`config.mk`:
```
export PLATFORM = sky130hd
export DESIGN_NAME = seg_chase_display
export DESIGN_NICKNAME = d
export VERILOG_FILES = /design/src/rtl/seg_chase_display.sv
export SDC_FILE = /design/constraint.sdc
export NUM_CORES = 1
export LEC_CHECK = 0
export CAP_MARGIN = 5
export CORE_ASPECT_RATIO = 1.5
export CORE_MARGIN = 4
export CORE_UTILIZATION = 55
export CTS_CLUSTER_DIAMETER = 80
export CTS_CLUSTER_SIZE = 12
export DETAILED_ROUTE_END_ITERATION = 10
export GPL_TIMING_DRIVEN = 1
export PLACE_DENSITY = 0.78
export SYNTH_ARGS = -nofsm -noshare
export SYNTH_HDL_FRONTEND = slang
export SYNTH_SLANG_ARGS = --single-unit
```
`constraint.sdc`:
```
create_clock -name clk -period 24.8 [get_ports clk]
set_input_delay 7.44 -clock clk [delete_from_list [all_inputs] [get_ports clk]]
set_output_delay 7.44 -clock clk [all_outputs]
set_load 0.005 [all_outputs]
```
`src/rtl/seg_chase_display.sv`:
```
// Multiplexed 7-segment "chasing snake" animator: a trail of lit segments walks a
// perimeter or zigzag path across DIGITS digits while the display is scanned.
module seg_chase_display #(
    parameter int DIGITS    = 6,
    parameter int TRAIL_LEN = 5,
    parameter int STEP_DIV  = 100000,
    parameter int SCAN_DIV  = 2048,
    localparam int SW       = (DIGITS > 2) ? $clog2(DIGITS) : 1
) (
    input  logic          clk,
    input  logic          reset,
    input  logic [1:0]    mode,
    input  logic          dir,
    input  logic          pause,
    output logic [7:0]    segout,
    output logic [SW-1:0] scanout,
    output logic          step_pulse,
    output logic          lap_done
);
    localparam int LP  = 2 * DIGITS + 4;
    localparam int LZ  = 5 * DIGITS;
    localparam int HW  = $clog2(LZ + 1);
    localparam int FW  = $clog2(TRAIL_LEN + 1);
    localparam int STW = $clog2(STEP_DIV);
    localparam int SCW = (SCAN_DIV > 1) ? $clog2(SCAN_DIV) : 1;

    localparam logic [1:0] MODE_PER   = 2'd0;
    localparam logic [1:0] MODE_ZIG   = 2'd1;
    localparam logic [1:0] MODE_ALT   = 2'd2;
    localparam logic [1:0] MODE_BLANK = 2'd3;
    localparam logic [0:0] PAT_PER    = 1'b0;
    localparam logic [0:0] PAT_ZIG    = 1'b1;

    typedef struct packed {
        logic [SW-1:0] dig;
        logic [7:0]    mask;
    } elem_t;

    logic [1:0]     mode_q;
    logic [0:0]     pat;
    logic [HW-1:0]  head;
    logic [FW-1:0]  fill;
    logic [STW-1:0] sdiv;
    logic [SCW-1:0] scdiv;
    logic [SW-1:0]  scan_idx;

    logic           zig_now;
    logic [HW-1:0]  last;
    logic [HW-1:0]  alt_last;
    logic           step_due;
    logic           wrap;
    logic [HW-1:0]  head_step;
    logic [7:0]     render_seg;

    // Path position s of the trail element i behind (or ahead of, in reverse) head.
    function automatic logic [HW-1:0] trail_pos(input logic [HW-1:0] h, input int i,
                                                 input logic d, input int len);
        int t;
        t = d ? (int'(h) + i) : (int'(h) + 3 * len - i);
        return HW'(t % len);
    endfunction

    function automatic elem_t per_elem(input logic [HW-1:0] s);
        int    si;
        elem_t e;
        si = int'(s);
        e  = '0;
        if (si < DIGITS) begin
            e.dig = SW'(si);           e.mask = 8'h01;
        end else if (si == DIGITS) begin
            e.dig = SW'(DIGITS - 1);   e.mask = 8'h02;
        end else if (si == DIGITS + 1) begin
            e.dig = SW'(DIGITS - 1);   e.mask = 8'h04;
        end else if (si <= 2 * DIGITS + 1) begin
            e.dig = SW'(2 * DIGITS + 1 - si); e.mask = 8'h08;
        end else if (si == 2 * DIGITS + 2) begin
            e.dig = '0;                e.mask = 8'h10;
        end else begin
            e.dig = '0;                e.mask = 8'h20;
        end
        return e;
    endfunction

    // Even digits go a,b,g,e,d; odd digits come back d,c,g,f,a.
    function automatic elem_t zig_elem(input logic [HW-1:0] s);
        int    si;
        int    k;
        int    j;
        elem_t e;
        si    = int'(s);
        k     = si / 5;
        j     = si % 5;
        e.dig = SW'(k);
        if (k % 2 == 0) begin
            case (j)
                0:       e.mask = 8'h01;
                1:       e.mask = 8'h02;
                2:       e.mask = 8'h40;
                3:       e.mask = 8'h10;
                default: e.mask = 8'h08;
            endcase
        end else begin
            case (j)
                0:       e.mask = 8'h08;
                1:       e.mask = 8'h04;
                2:       e.mask = 8'h40;
                3:       e.mask = 8'h20;
                default: e.mask = 8'h01;
            endcase
        end
        return e;
    endfunction

    assign zig_now   = (mode_q == MODE_ZIG) || ((mode_q == MODE_ALT) && (pat == PAT_ZIG));
    assign last      = zig_now ? HW'(LZ - 1) : HW'(LP - 1);
    assign alt_last  = (pat == PAT_PER) ? HW'(LZ - 1) : HW'(LP - 1);
    assign step_due  = (mode_q != MODE_BLANK) && !pause && (sdiv == STW'(STEP_DIV - 1));
    assign wrap      = dir ? (head == '0) : (head == last);
    assign head_step = dir ? ((head == '0) ? last : head - 1'b1)
                           : ((head == last) ? '0 : head + 1'b1);

    always_comb begin
        elem_t e;
        e          = '0;
        render_seg = '0;
        for (int i = 0; i < TRAIL_LEN; i++) begin
            if (i < int'(fill)) begin
                e = zig_now ? zig_elem(trail_pos(head, i, dir, LZ))
                            : per_elem(trail_pos(head, i, dir, LP));
                if (e.dig == scan_idx) render_seg = render_seg | e.mask;
            end
        end
    end

    always_ff @(posedge clk) begin
        if (reset) begin
            mode_q     <= MODE_PER;
            pat        <= PAT_PER;
            head       <= '0;
            fill       <= FW'(1);
            sdiv       <= '0;
            scdiv      <= '0;
            scan_idx   <= '0;
            segout     <= '0;
            scanout    <= '0;
            step_pulse <= 1'b0;
            lap_done   <= 1'b0;
        end else begin
            // Display registers always sample the pre-edge scan index and head together.
            scanout <= scan_idx;
            segout  <= (mode_q == MODE_BLANK) ? 8'h00 : render_seg;
            if (scdiv == SCW'(SCAN_DIV - 1)) begin
                scdiv    <= '0;
                scan_idx <= (scan_idx == SW'(DIGITS - 1)) ? '0 : scan_idx + 1'b1;
            end else begin
                scdiv <= scdiv + 1'b1;
            end

            mode_q     <= mode;
            step_pulse <= 1'b0;
            lap_done   <= 1'b0;
            if (mode != mode_q) begin
                head <= '0;
                fill <= FW'(1);
                sdiv <= '0;
                pat  <= PAT_PER;
            end else if ((mode_q != MODE_BLANK) && !pause) begin
                if (step_due) begin
                    sdiv       <= '0;
                    step_pulse <= 1'b1;
                    lap_done   <= wrap;
                    if (wrap && (mode_q == MODE_ALT)) begin
                        // New pattern starts at its own end when running in reverse.
                        pat  <= ~pat;
                        fill <= FW'(1);
                        head <= dir ? alt_last : '0;
                    end else begin
                        head <= head_step;
                        fill <= (fill == FW'(TRAIL_LEN)) ? fill : fill + 1'b1;
                    end
                end else begin
                    sdiv <= sdiv + 1'b1;
                end
            end
        end
    end
endmodule

```
==> Yosys cells after proc, flatten, opt, wreduce, memory -nomap -nowiden <==
Index checks and enable logic that the tools add are counted.
Widths: inputs -> output; s select.
{ "classes": {"div": 15, "addsub": 25, "reduce_logical": 30, "n_bitwise": 17, "n_mux": 88, "eq_ne": 46, "n_lt_le_gt_ge": 15} }
{ "op_table": {"columns": ["operator", "count"], "rows": [
  ["$mux 11", 30],
  ["$eq 32x2->1 const B", 10],
  ["$logic_not 32->1", 10],
  ["$pmux 7 s4", 10],
  ["$mux 32", 8],
  ["$mux 8", 21],
  ["$div 6x4->32 const B", 5],
  ["$eq 32x1->1 const B", 5],
  ["$mod 32x6->32 const B", 5],
  ["$mod 6x4->32 const B", 5],
  ["$sub 32x3->32 const B", 2],
  ["$eq 5x4->1 const B", 10],
  ["$mux 5", 7],
  ["$or 8x8->8", 4],
  ["$sub 32x2->32 const B", 1],
  ["$mux 6", 5],
  ["$eq 5x5->1 const B", 5],
  ["$le 5x4->1 const B", 5],
  ["$lt 5x3->1 const B", 5],
  ["$reduce_or 4->1", 6],
  ["$add 17x1->17 const B", 1],
  ["$eq 17x17->1 const B", 1],
  ["$mux 17", 1],
  ["$sub 7x2->8 const B", 2],
  ["38 further kinds", 72]
]} }
{ "totals": {"out_inout_bits": 13, "wordCells": 247, "register_bits": 55} }

==> Depth between registers and ports, before layout <==
{ "depth": {"ltp_word": 27, "ltp_mapped": 46} }

==> Least setup slack after synthesis <==
Ideal clock, no wire load.
{ "synth_timing": {"path_type": "in2reg", "start": "input port dir", "end": "register segout[2]", "arrival_time_ns": 14.568, "n_path_buf": 8, "setup_ns": 0.080, "setup_slack_ns": 10.152, "path_stages": 39, "path_cell_list": "buf_6 > buf_6 > buf_4 > buf_4 > buf_2 > buf_1 > clkbuf_1 > buf_1 > nor2_1 > xnor2_1 > ha_1 > and3b_1 > nor2b_1 > a21o_1 > a21oi_1 > ha_1 > nand2b_1 > xnor2_1 > (+3 left out) > xnor2_1 > inv_1 > ha_1 > inv_1 > o31ai_1 > o21ai_0 > o211ai_1 > xnor2_1 > inv_1 > ha_1 > nor2b_1 > nor2_1 > nor3_1 > o21ai_1 > or4b_1 > a21oi_1 > o31ai_1 > o211ai_1"} }
{ "synth_via": {"elab_chain_cells": 25} }
{ "synth_rtl": {"columns": ["element", "line_no", "source"], "rows": [
  ["from (decl)", "13", "input logic dir,"],
  ["parallel branches: the longest is 24 deep, another holds $mod 32x6->32", null, null],
  ["$mux 8 (*)", "127", "if (i < int'(fill)) begin"],
  ["to (signal assigned)", "151", "segout <= (mode_q == MODE_BLANK) ? 8'h00 : render_seg;"],
  ["to (decl)", "15", "output logic [7:0] segout,"]
]} }
Every way passes the cells marked *. The select of a mux whose other input is x is not followed.
A chain may end at the register's enable or synchronous reset.

==> Worst setup path after layout <==
{ "layout_timing": {"start": "input port dir", "end": "register segout[6]"} }
{ "layout_via": {"elab_chain_cells": 25} }
{ "layout_rtl": {"columns": ["element", "line_no"], "rows": [
  ["parallel branches: the longest is 24 deep, another holds $mod 32x6->32", null],
  ["$mux 8 (*)", "127"]
]} }
Marked as above.

==> impl_metrics.tcl <==
set metrics [dict create \
    maxSlewViolCount 0 \
    status "finished, final reports clean" \
    min_path_type "register to register" \
    top_level_ports 19 \
    cts_setup_buffers 0 \
    reg2reg_from "head[1]$_SDFFE_PP0P_" \
    grt.overflow.total 0 \
    rsz0062_at_grt "false" \
    cap_violations 0 \
    start_kind "primary input" \
    r2r_cells 33 \
    max_slew.worst_pin.slew_ps 1078 \
    critical_path.max_stage_delay_ps 810 \
    synth.top_cell.area_share 0.09814 \
    cts_resized 0 \
    fmax_mhz 62.73 \
    fin_skew_ps 8.946 \
    cts_tree "built" \
    p_sw_w 0.0001472 \
    drive_gt1_frac 0.07251 \
    multi_input_area_mm2 0.009204 \
    worstPathRequired_ps 24990 \
    grt_pass1_vias 11090 \
    grt_usage 0.2940 \
    power.density_mw_per_mm2 29.45 \
    p_seq_frac 0.265 \
    synth-async-reset-ratio 0 \
    setup_violations 0 \
    grt_max_degree 80 \
    r2r_end "segout[6]$_SDFF_PP0_" \
    slew_headroom 0.2781 \
    fin_crit_sh 0.6428 \
    min_from "sdiv[1]$_SDFFE_PP0P_" \
    crit_arrival_ps 16140 \
    crit_type "primary input to register" \
    coreArea_mm2 0.01971 \
    holdBufCountCts 0 \
    fin_crit_ps 15940 \
    rows 63 \
    die_area_mm2 0.02240 \
    cts_root_buffer "clkbuf_16" \
    routed_wl_um 34650 \
    dp.cells 1769 \
    remaining_drc_errors 0 \
    rrSetupSlack_ps 14060 \
    mostFrequentLayoutCells "145 x nor2_1, 127 x nand2_1, 88 x a21oi_1" \
    tns_ps 0 \
    final_cells 1777 \
    hold_viol_final 0 \
    ys_ff_latch 54 \
    die_h_um 181.3 \
    synth_area_leaders "dfxtp_1 9.8%, ha_1 9.2%, nor2_1 4.9%, xnor2_1 4.7%, nand2_1 4.3%" \
    clk-insertion-delay-late_ps 300 \
    nNetsFinal 1603 \
    hpwl_um 26750 \
    portBuffers 17 \
    clk_path_buf_depth 2 \
    ys_seq_area_frac 0.09814 \
    via_count 12180 \
    drt-pass1-iter-count 6 \
    comb_power_share 0.514 \
    cts_max_level 2 \
    swShare 0.4400 \
    drt-initial-drc-count 1182 \
    ir_drop_mv 0.02607 \
    crit_path_top_delay_cell "a31oi_1" \
    cts.sink_count 54 \
    yosys_most_used_dff "dfxtp_1" \
    layout_commonest_cell "nor2_1" \
    syn2layout_area_growth_pct 3.100 \
    syn_area_mm2 0.01102 \
    crit_fanout 79 \
    syn_inst 1559 \
    nFillCells 1891 \
    syn_avg_cell_area_um2 7.066 \
    initial_utilization 0.5590 \
    fp.dieW_um 123.6 \
    routabilityCongestion 0.9842 \
    wl_per_cell_um 19.50 \
    synth_nets 1646 \
    cts_buffers 5 \
    final-seq-area_mm2 0.001082 \
    antenna_found_initial 0 \
    yosysUniqueCellTypes 119 \
    min_delay_worst_endpoint "sdiv[1]$_SDFFE_PP0P_" \
    cp_common_cell "ha_1" \
    grt_pass1_wl_um 55060 \
    yosys_warnings 0 \
    drt.antenna.violating_nets 0 \
    antenna_cells 0 \
    synth_edf_count 0 \
    synth_largest_area_cell "dfxtp_1" \
    endpoint_kind "register" \
    p_clk_frac 0.221 \
    via_per_inst 6.853 \
    p_int_w 0.0001873 \
    clkTransAtPathRegs_ps 80 \
    power_leakage_nw 4.121 \
    min_delay_path_depth 2 \
]
==> final cells by class <==
class	count	share of cell area
Clock inverter	3	0.002534
Sequential cell	54	0.09530
Tap cell	260	0.02864
Multi-Input combinational cell	1337	0.8104
Clock buffer	5	0.01102
Timing Repair Buffer	29	0.02247
Inverter	89	0.02964
==> critical path: cells and delay by family <==
family	cells	cell delay, ps
muxes	1	330
adders and majority gates	5	1440
buffers and inverters	5	1390
and+or+nand+nor	11	2270
AOI/OAI and AO/OA	10	3200
==> through the flow <==
stage	cell area (µm²)	worst slack [ps]	utilization	hold slack, ps	total power [W]
6_report	11360	8858	0.5763	473.4	0.0003345
4_1_cts	11360	9046	0.5763	475.4	0.0003313
5_1_grt	11360	8166	0.5763	518.9	0.0003552
3_3_place_gp	11200	8776	0.5685	445.4	0.0002555
2_1_floorplan	11020	10150	-	429.8	0.0002228
3_5_place_dp	11200	8740	0.5685	463.7	0.0002579
==> kinds of logic (layout without fill, tap and decap cells) <==
kind of cell,after synthesis,count (layout),share of synthesized area
AOI/OAI and AO/OA,527,527,0.3559
xor gates and xnor gates,85,85,0.07088
adders and majority gates,81,81,0.09200
buffers and inverters,168,126,0.06667
DFF,54,54,0.09814
muxes,28,28,0.02817
other,1,1,0.0003404
and+or+nand+nor,615,615,0.2879
==> cells in the mapped netlist, drive strengths merged, types with 22 or more instances <==
cell type / instances
xnor2: 62
and3: 22
xor2: 22
o211ai: 30
dfxtp: 54
a31oi: 33
buf: 36
nand3: 64
nand2b: 24
or3: 28
nor3: 59
a21oi: 93
o21ai: 80
a211oi: 28
nand2: 129
clkbuf: 43
inv: 86
ha: 81
nor2: 147
==> power by group through the flow <==
stage	registers [W]	logic, W	clock network, W
detailed placement	0.0000906	0.000167	0
global placement	0.0000905	0.000165	0
finish	0.0000885	0.000172	0.0000739
floorplan	0.0000901	0.000133	0
CTS	0.0000885	0.000168	0.0000744
global route	0.0000887	0.000189	0.0000777
==> worst max-delay path by stage <==
| stage | cells past startpoint | slack, ps | startpoint | endpoint |
|---|---|---|---|---|
| 2_1_floorplan | 39 | 10150 | dir | segout[2]$_SDFF_PP0_ |
| 3_3_place_gp | 32 | 8780 | dir | segout[6]$_SDFF_PP0_ |
| 3_5_place_dp | 32 | 8740 | dir | segout[6]$_SDFF_PP0_ |
| 4_1_cts | 33 | 9050 | dir | segout[3]$_SDFF_PP0_ |
| 5_1_grt | 36 | 8170 | dir | segout[6]$_SDFF_PP0_ |
| 6_report | 32 | 8860 | dir | segout[6]$_SDFF_PP0_ |
==> flip-flops by register name (all words and copies together), names as in the netlist <==
register and count:
fill 3, head 5, lap_done 1, mode_q 2, pat 1, scan_idx 3, scanout 3, scdiv 11
sdiv 17, segout 7, step_pulse 1
==> layer usage <==
metal	global-route usage	wire [µm]
met3	0.01910	1735
met4	0.1525	1989
met5	0	0
met1	0.3431	13540
met2	0.5264	17380
Note: power is estimated with default switching activity, not from simulation.
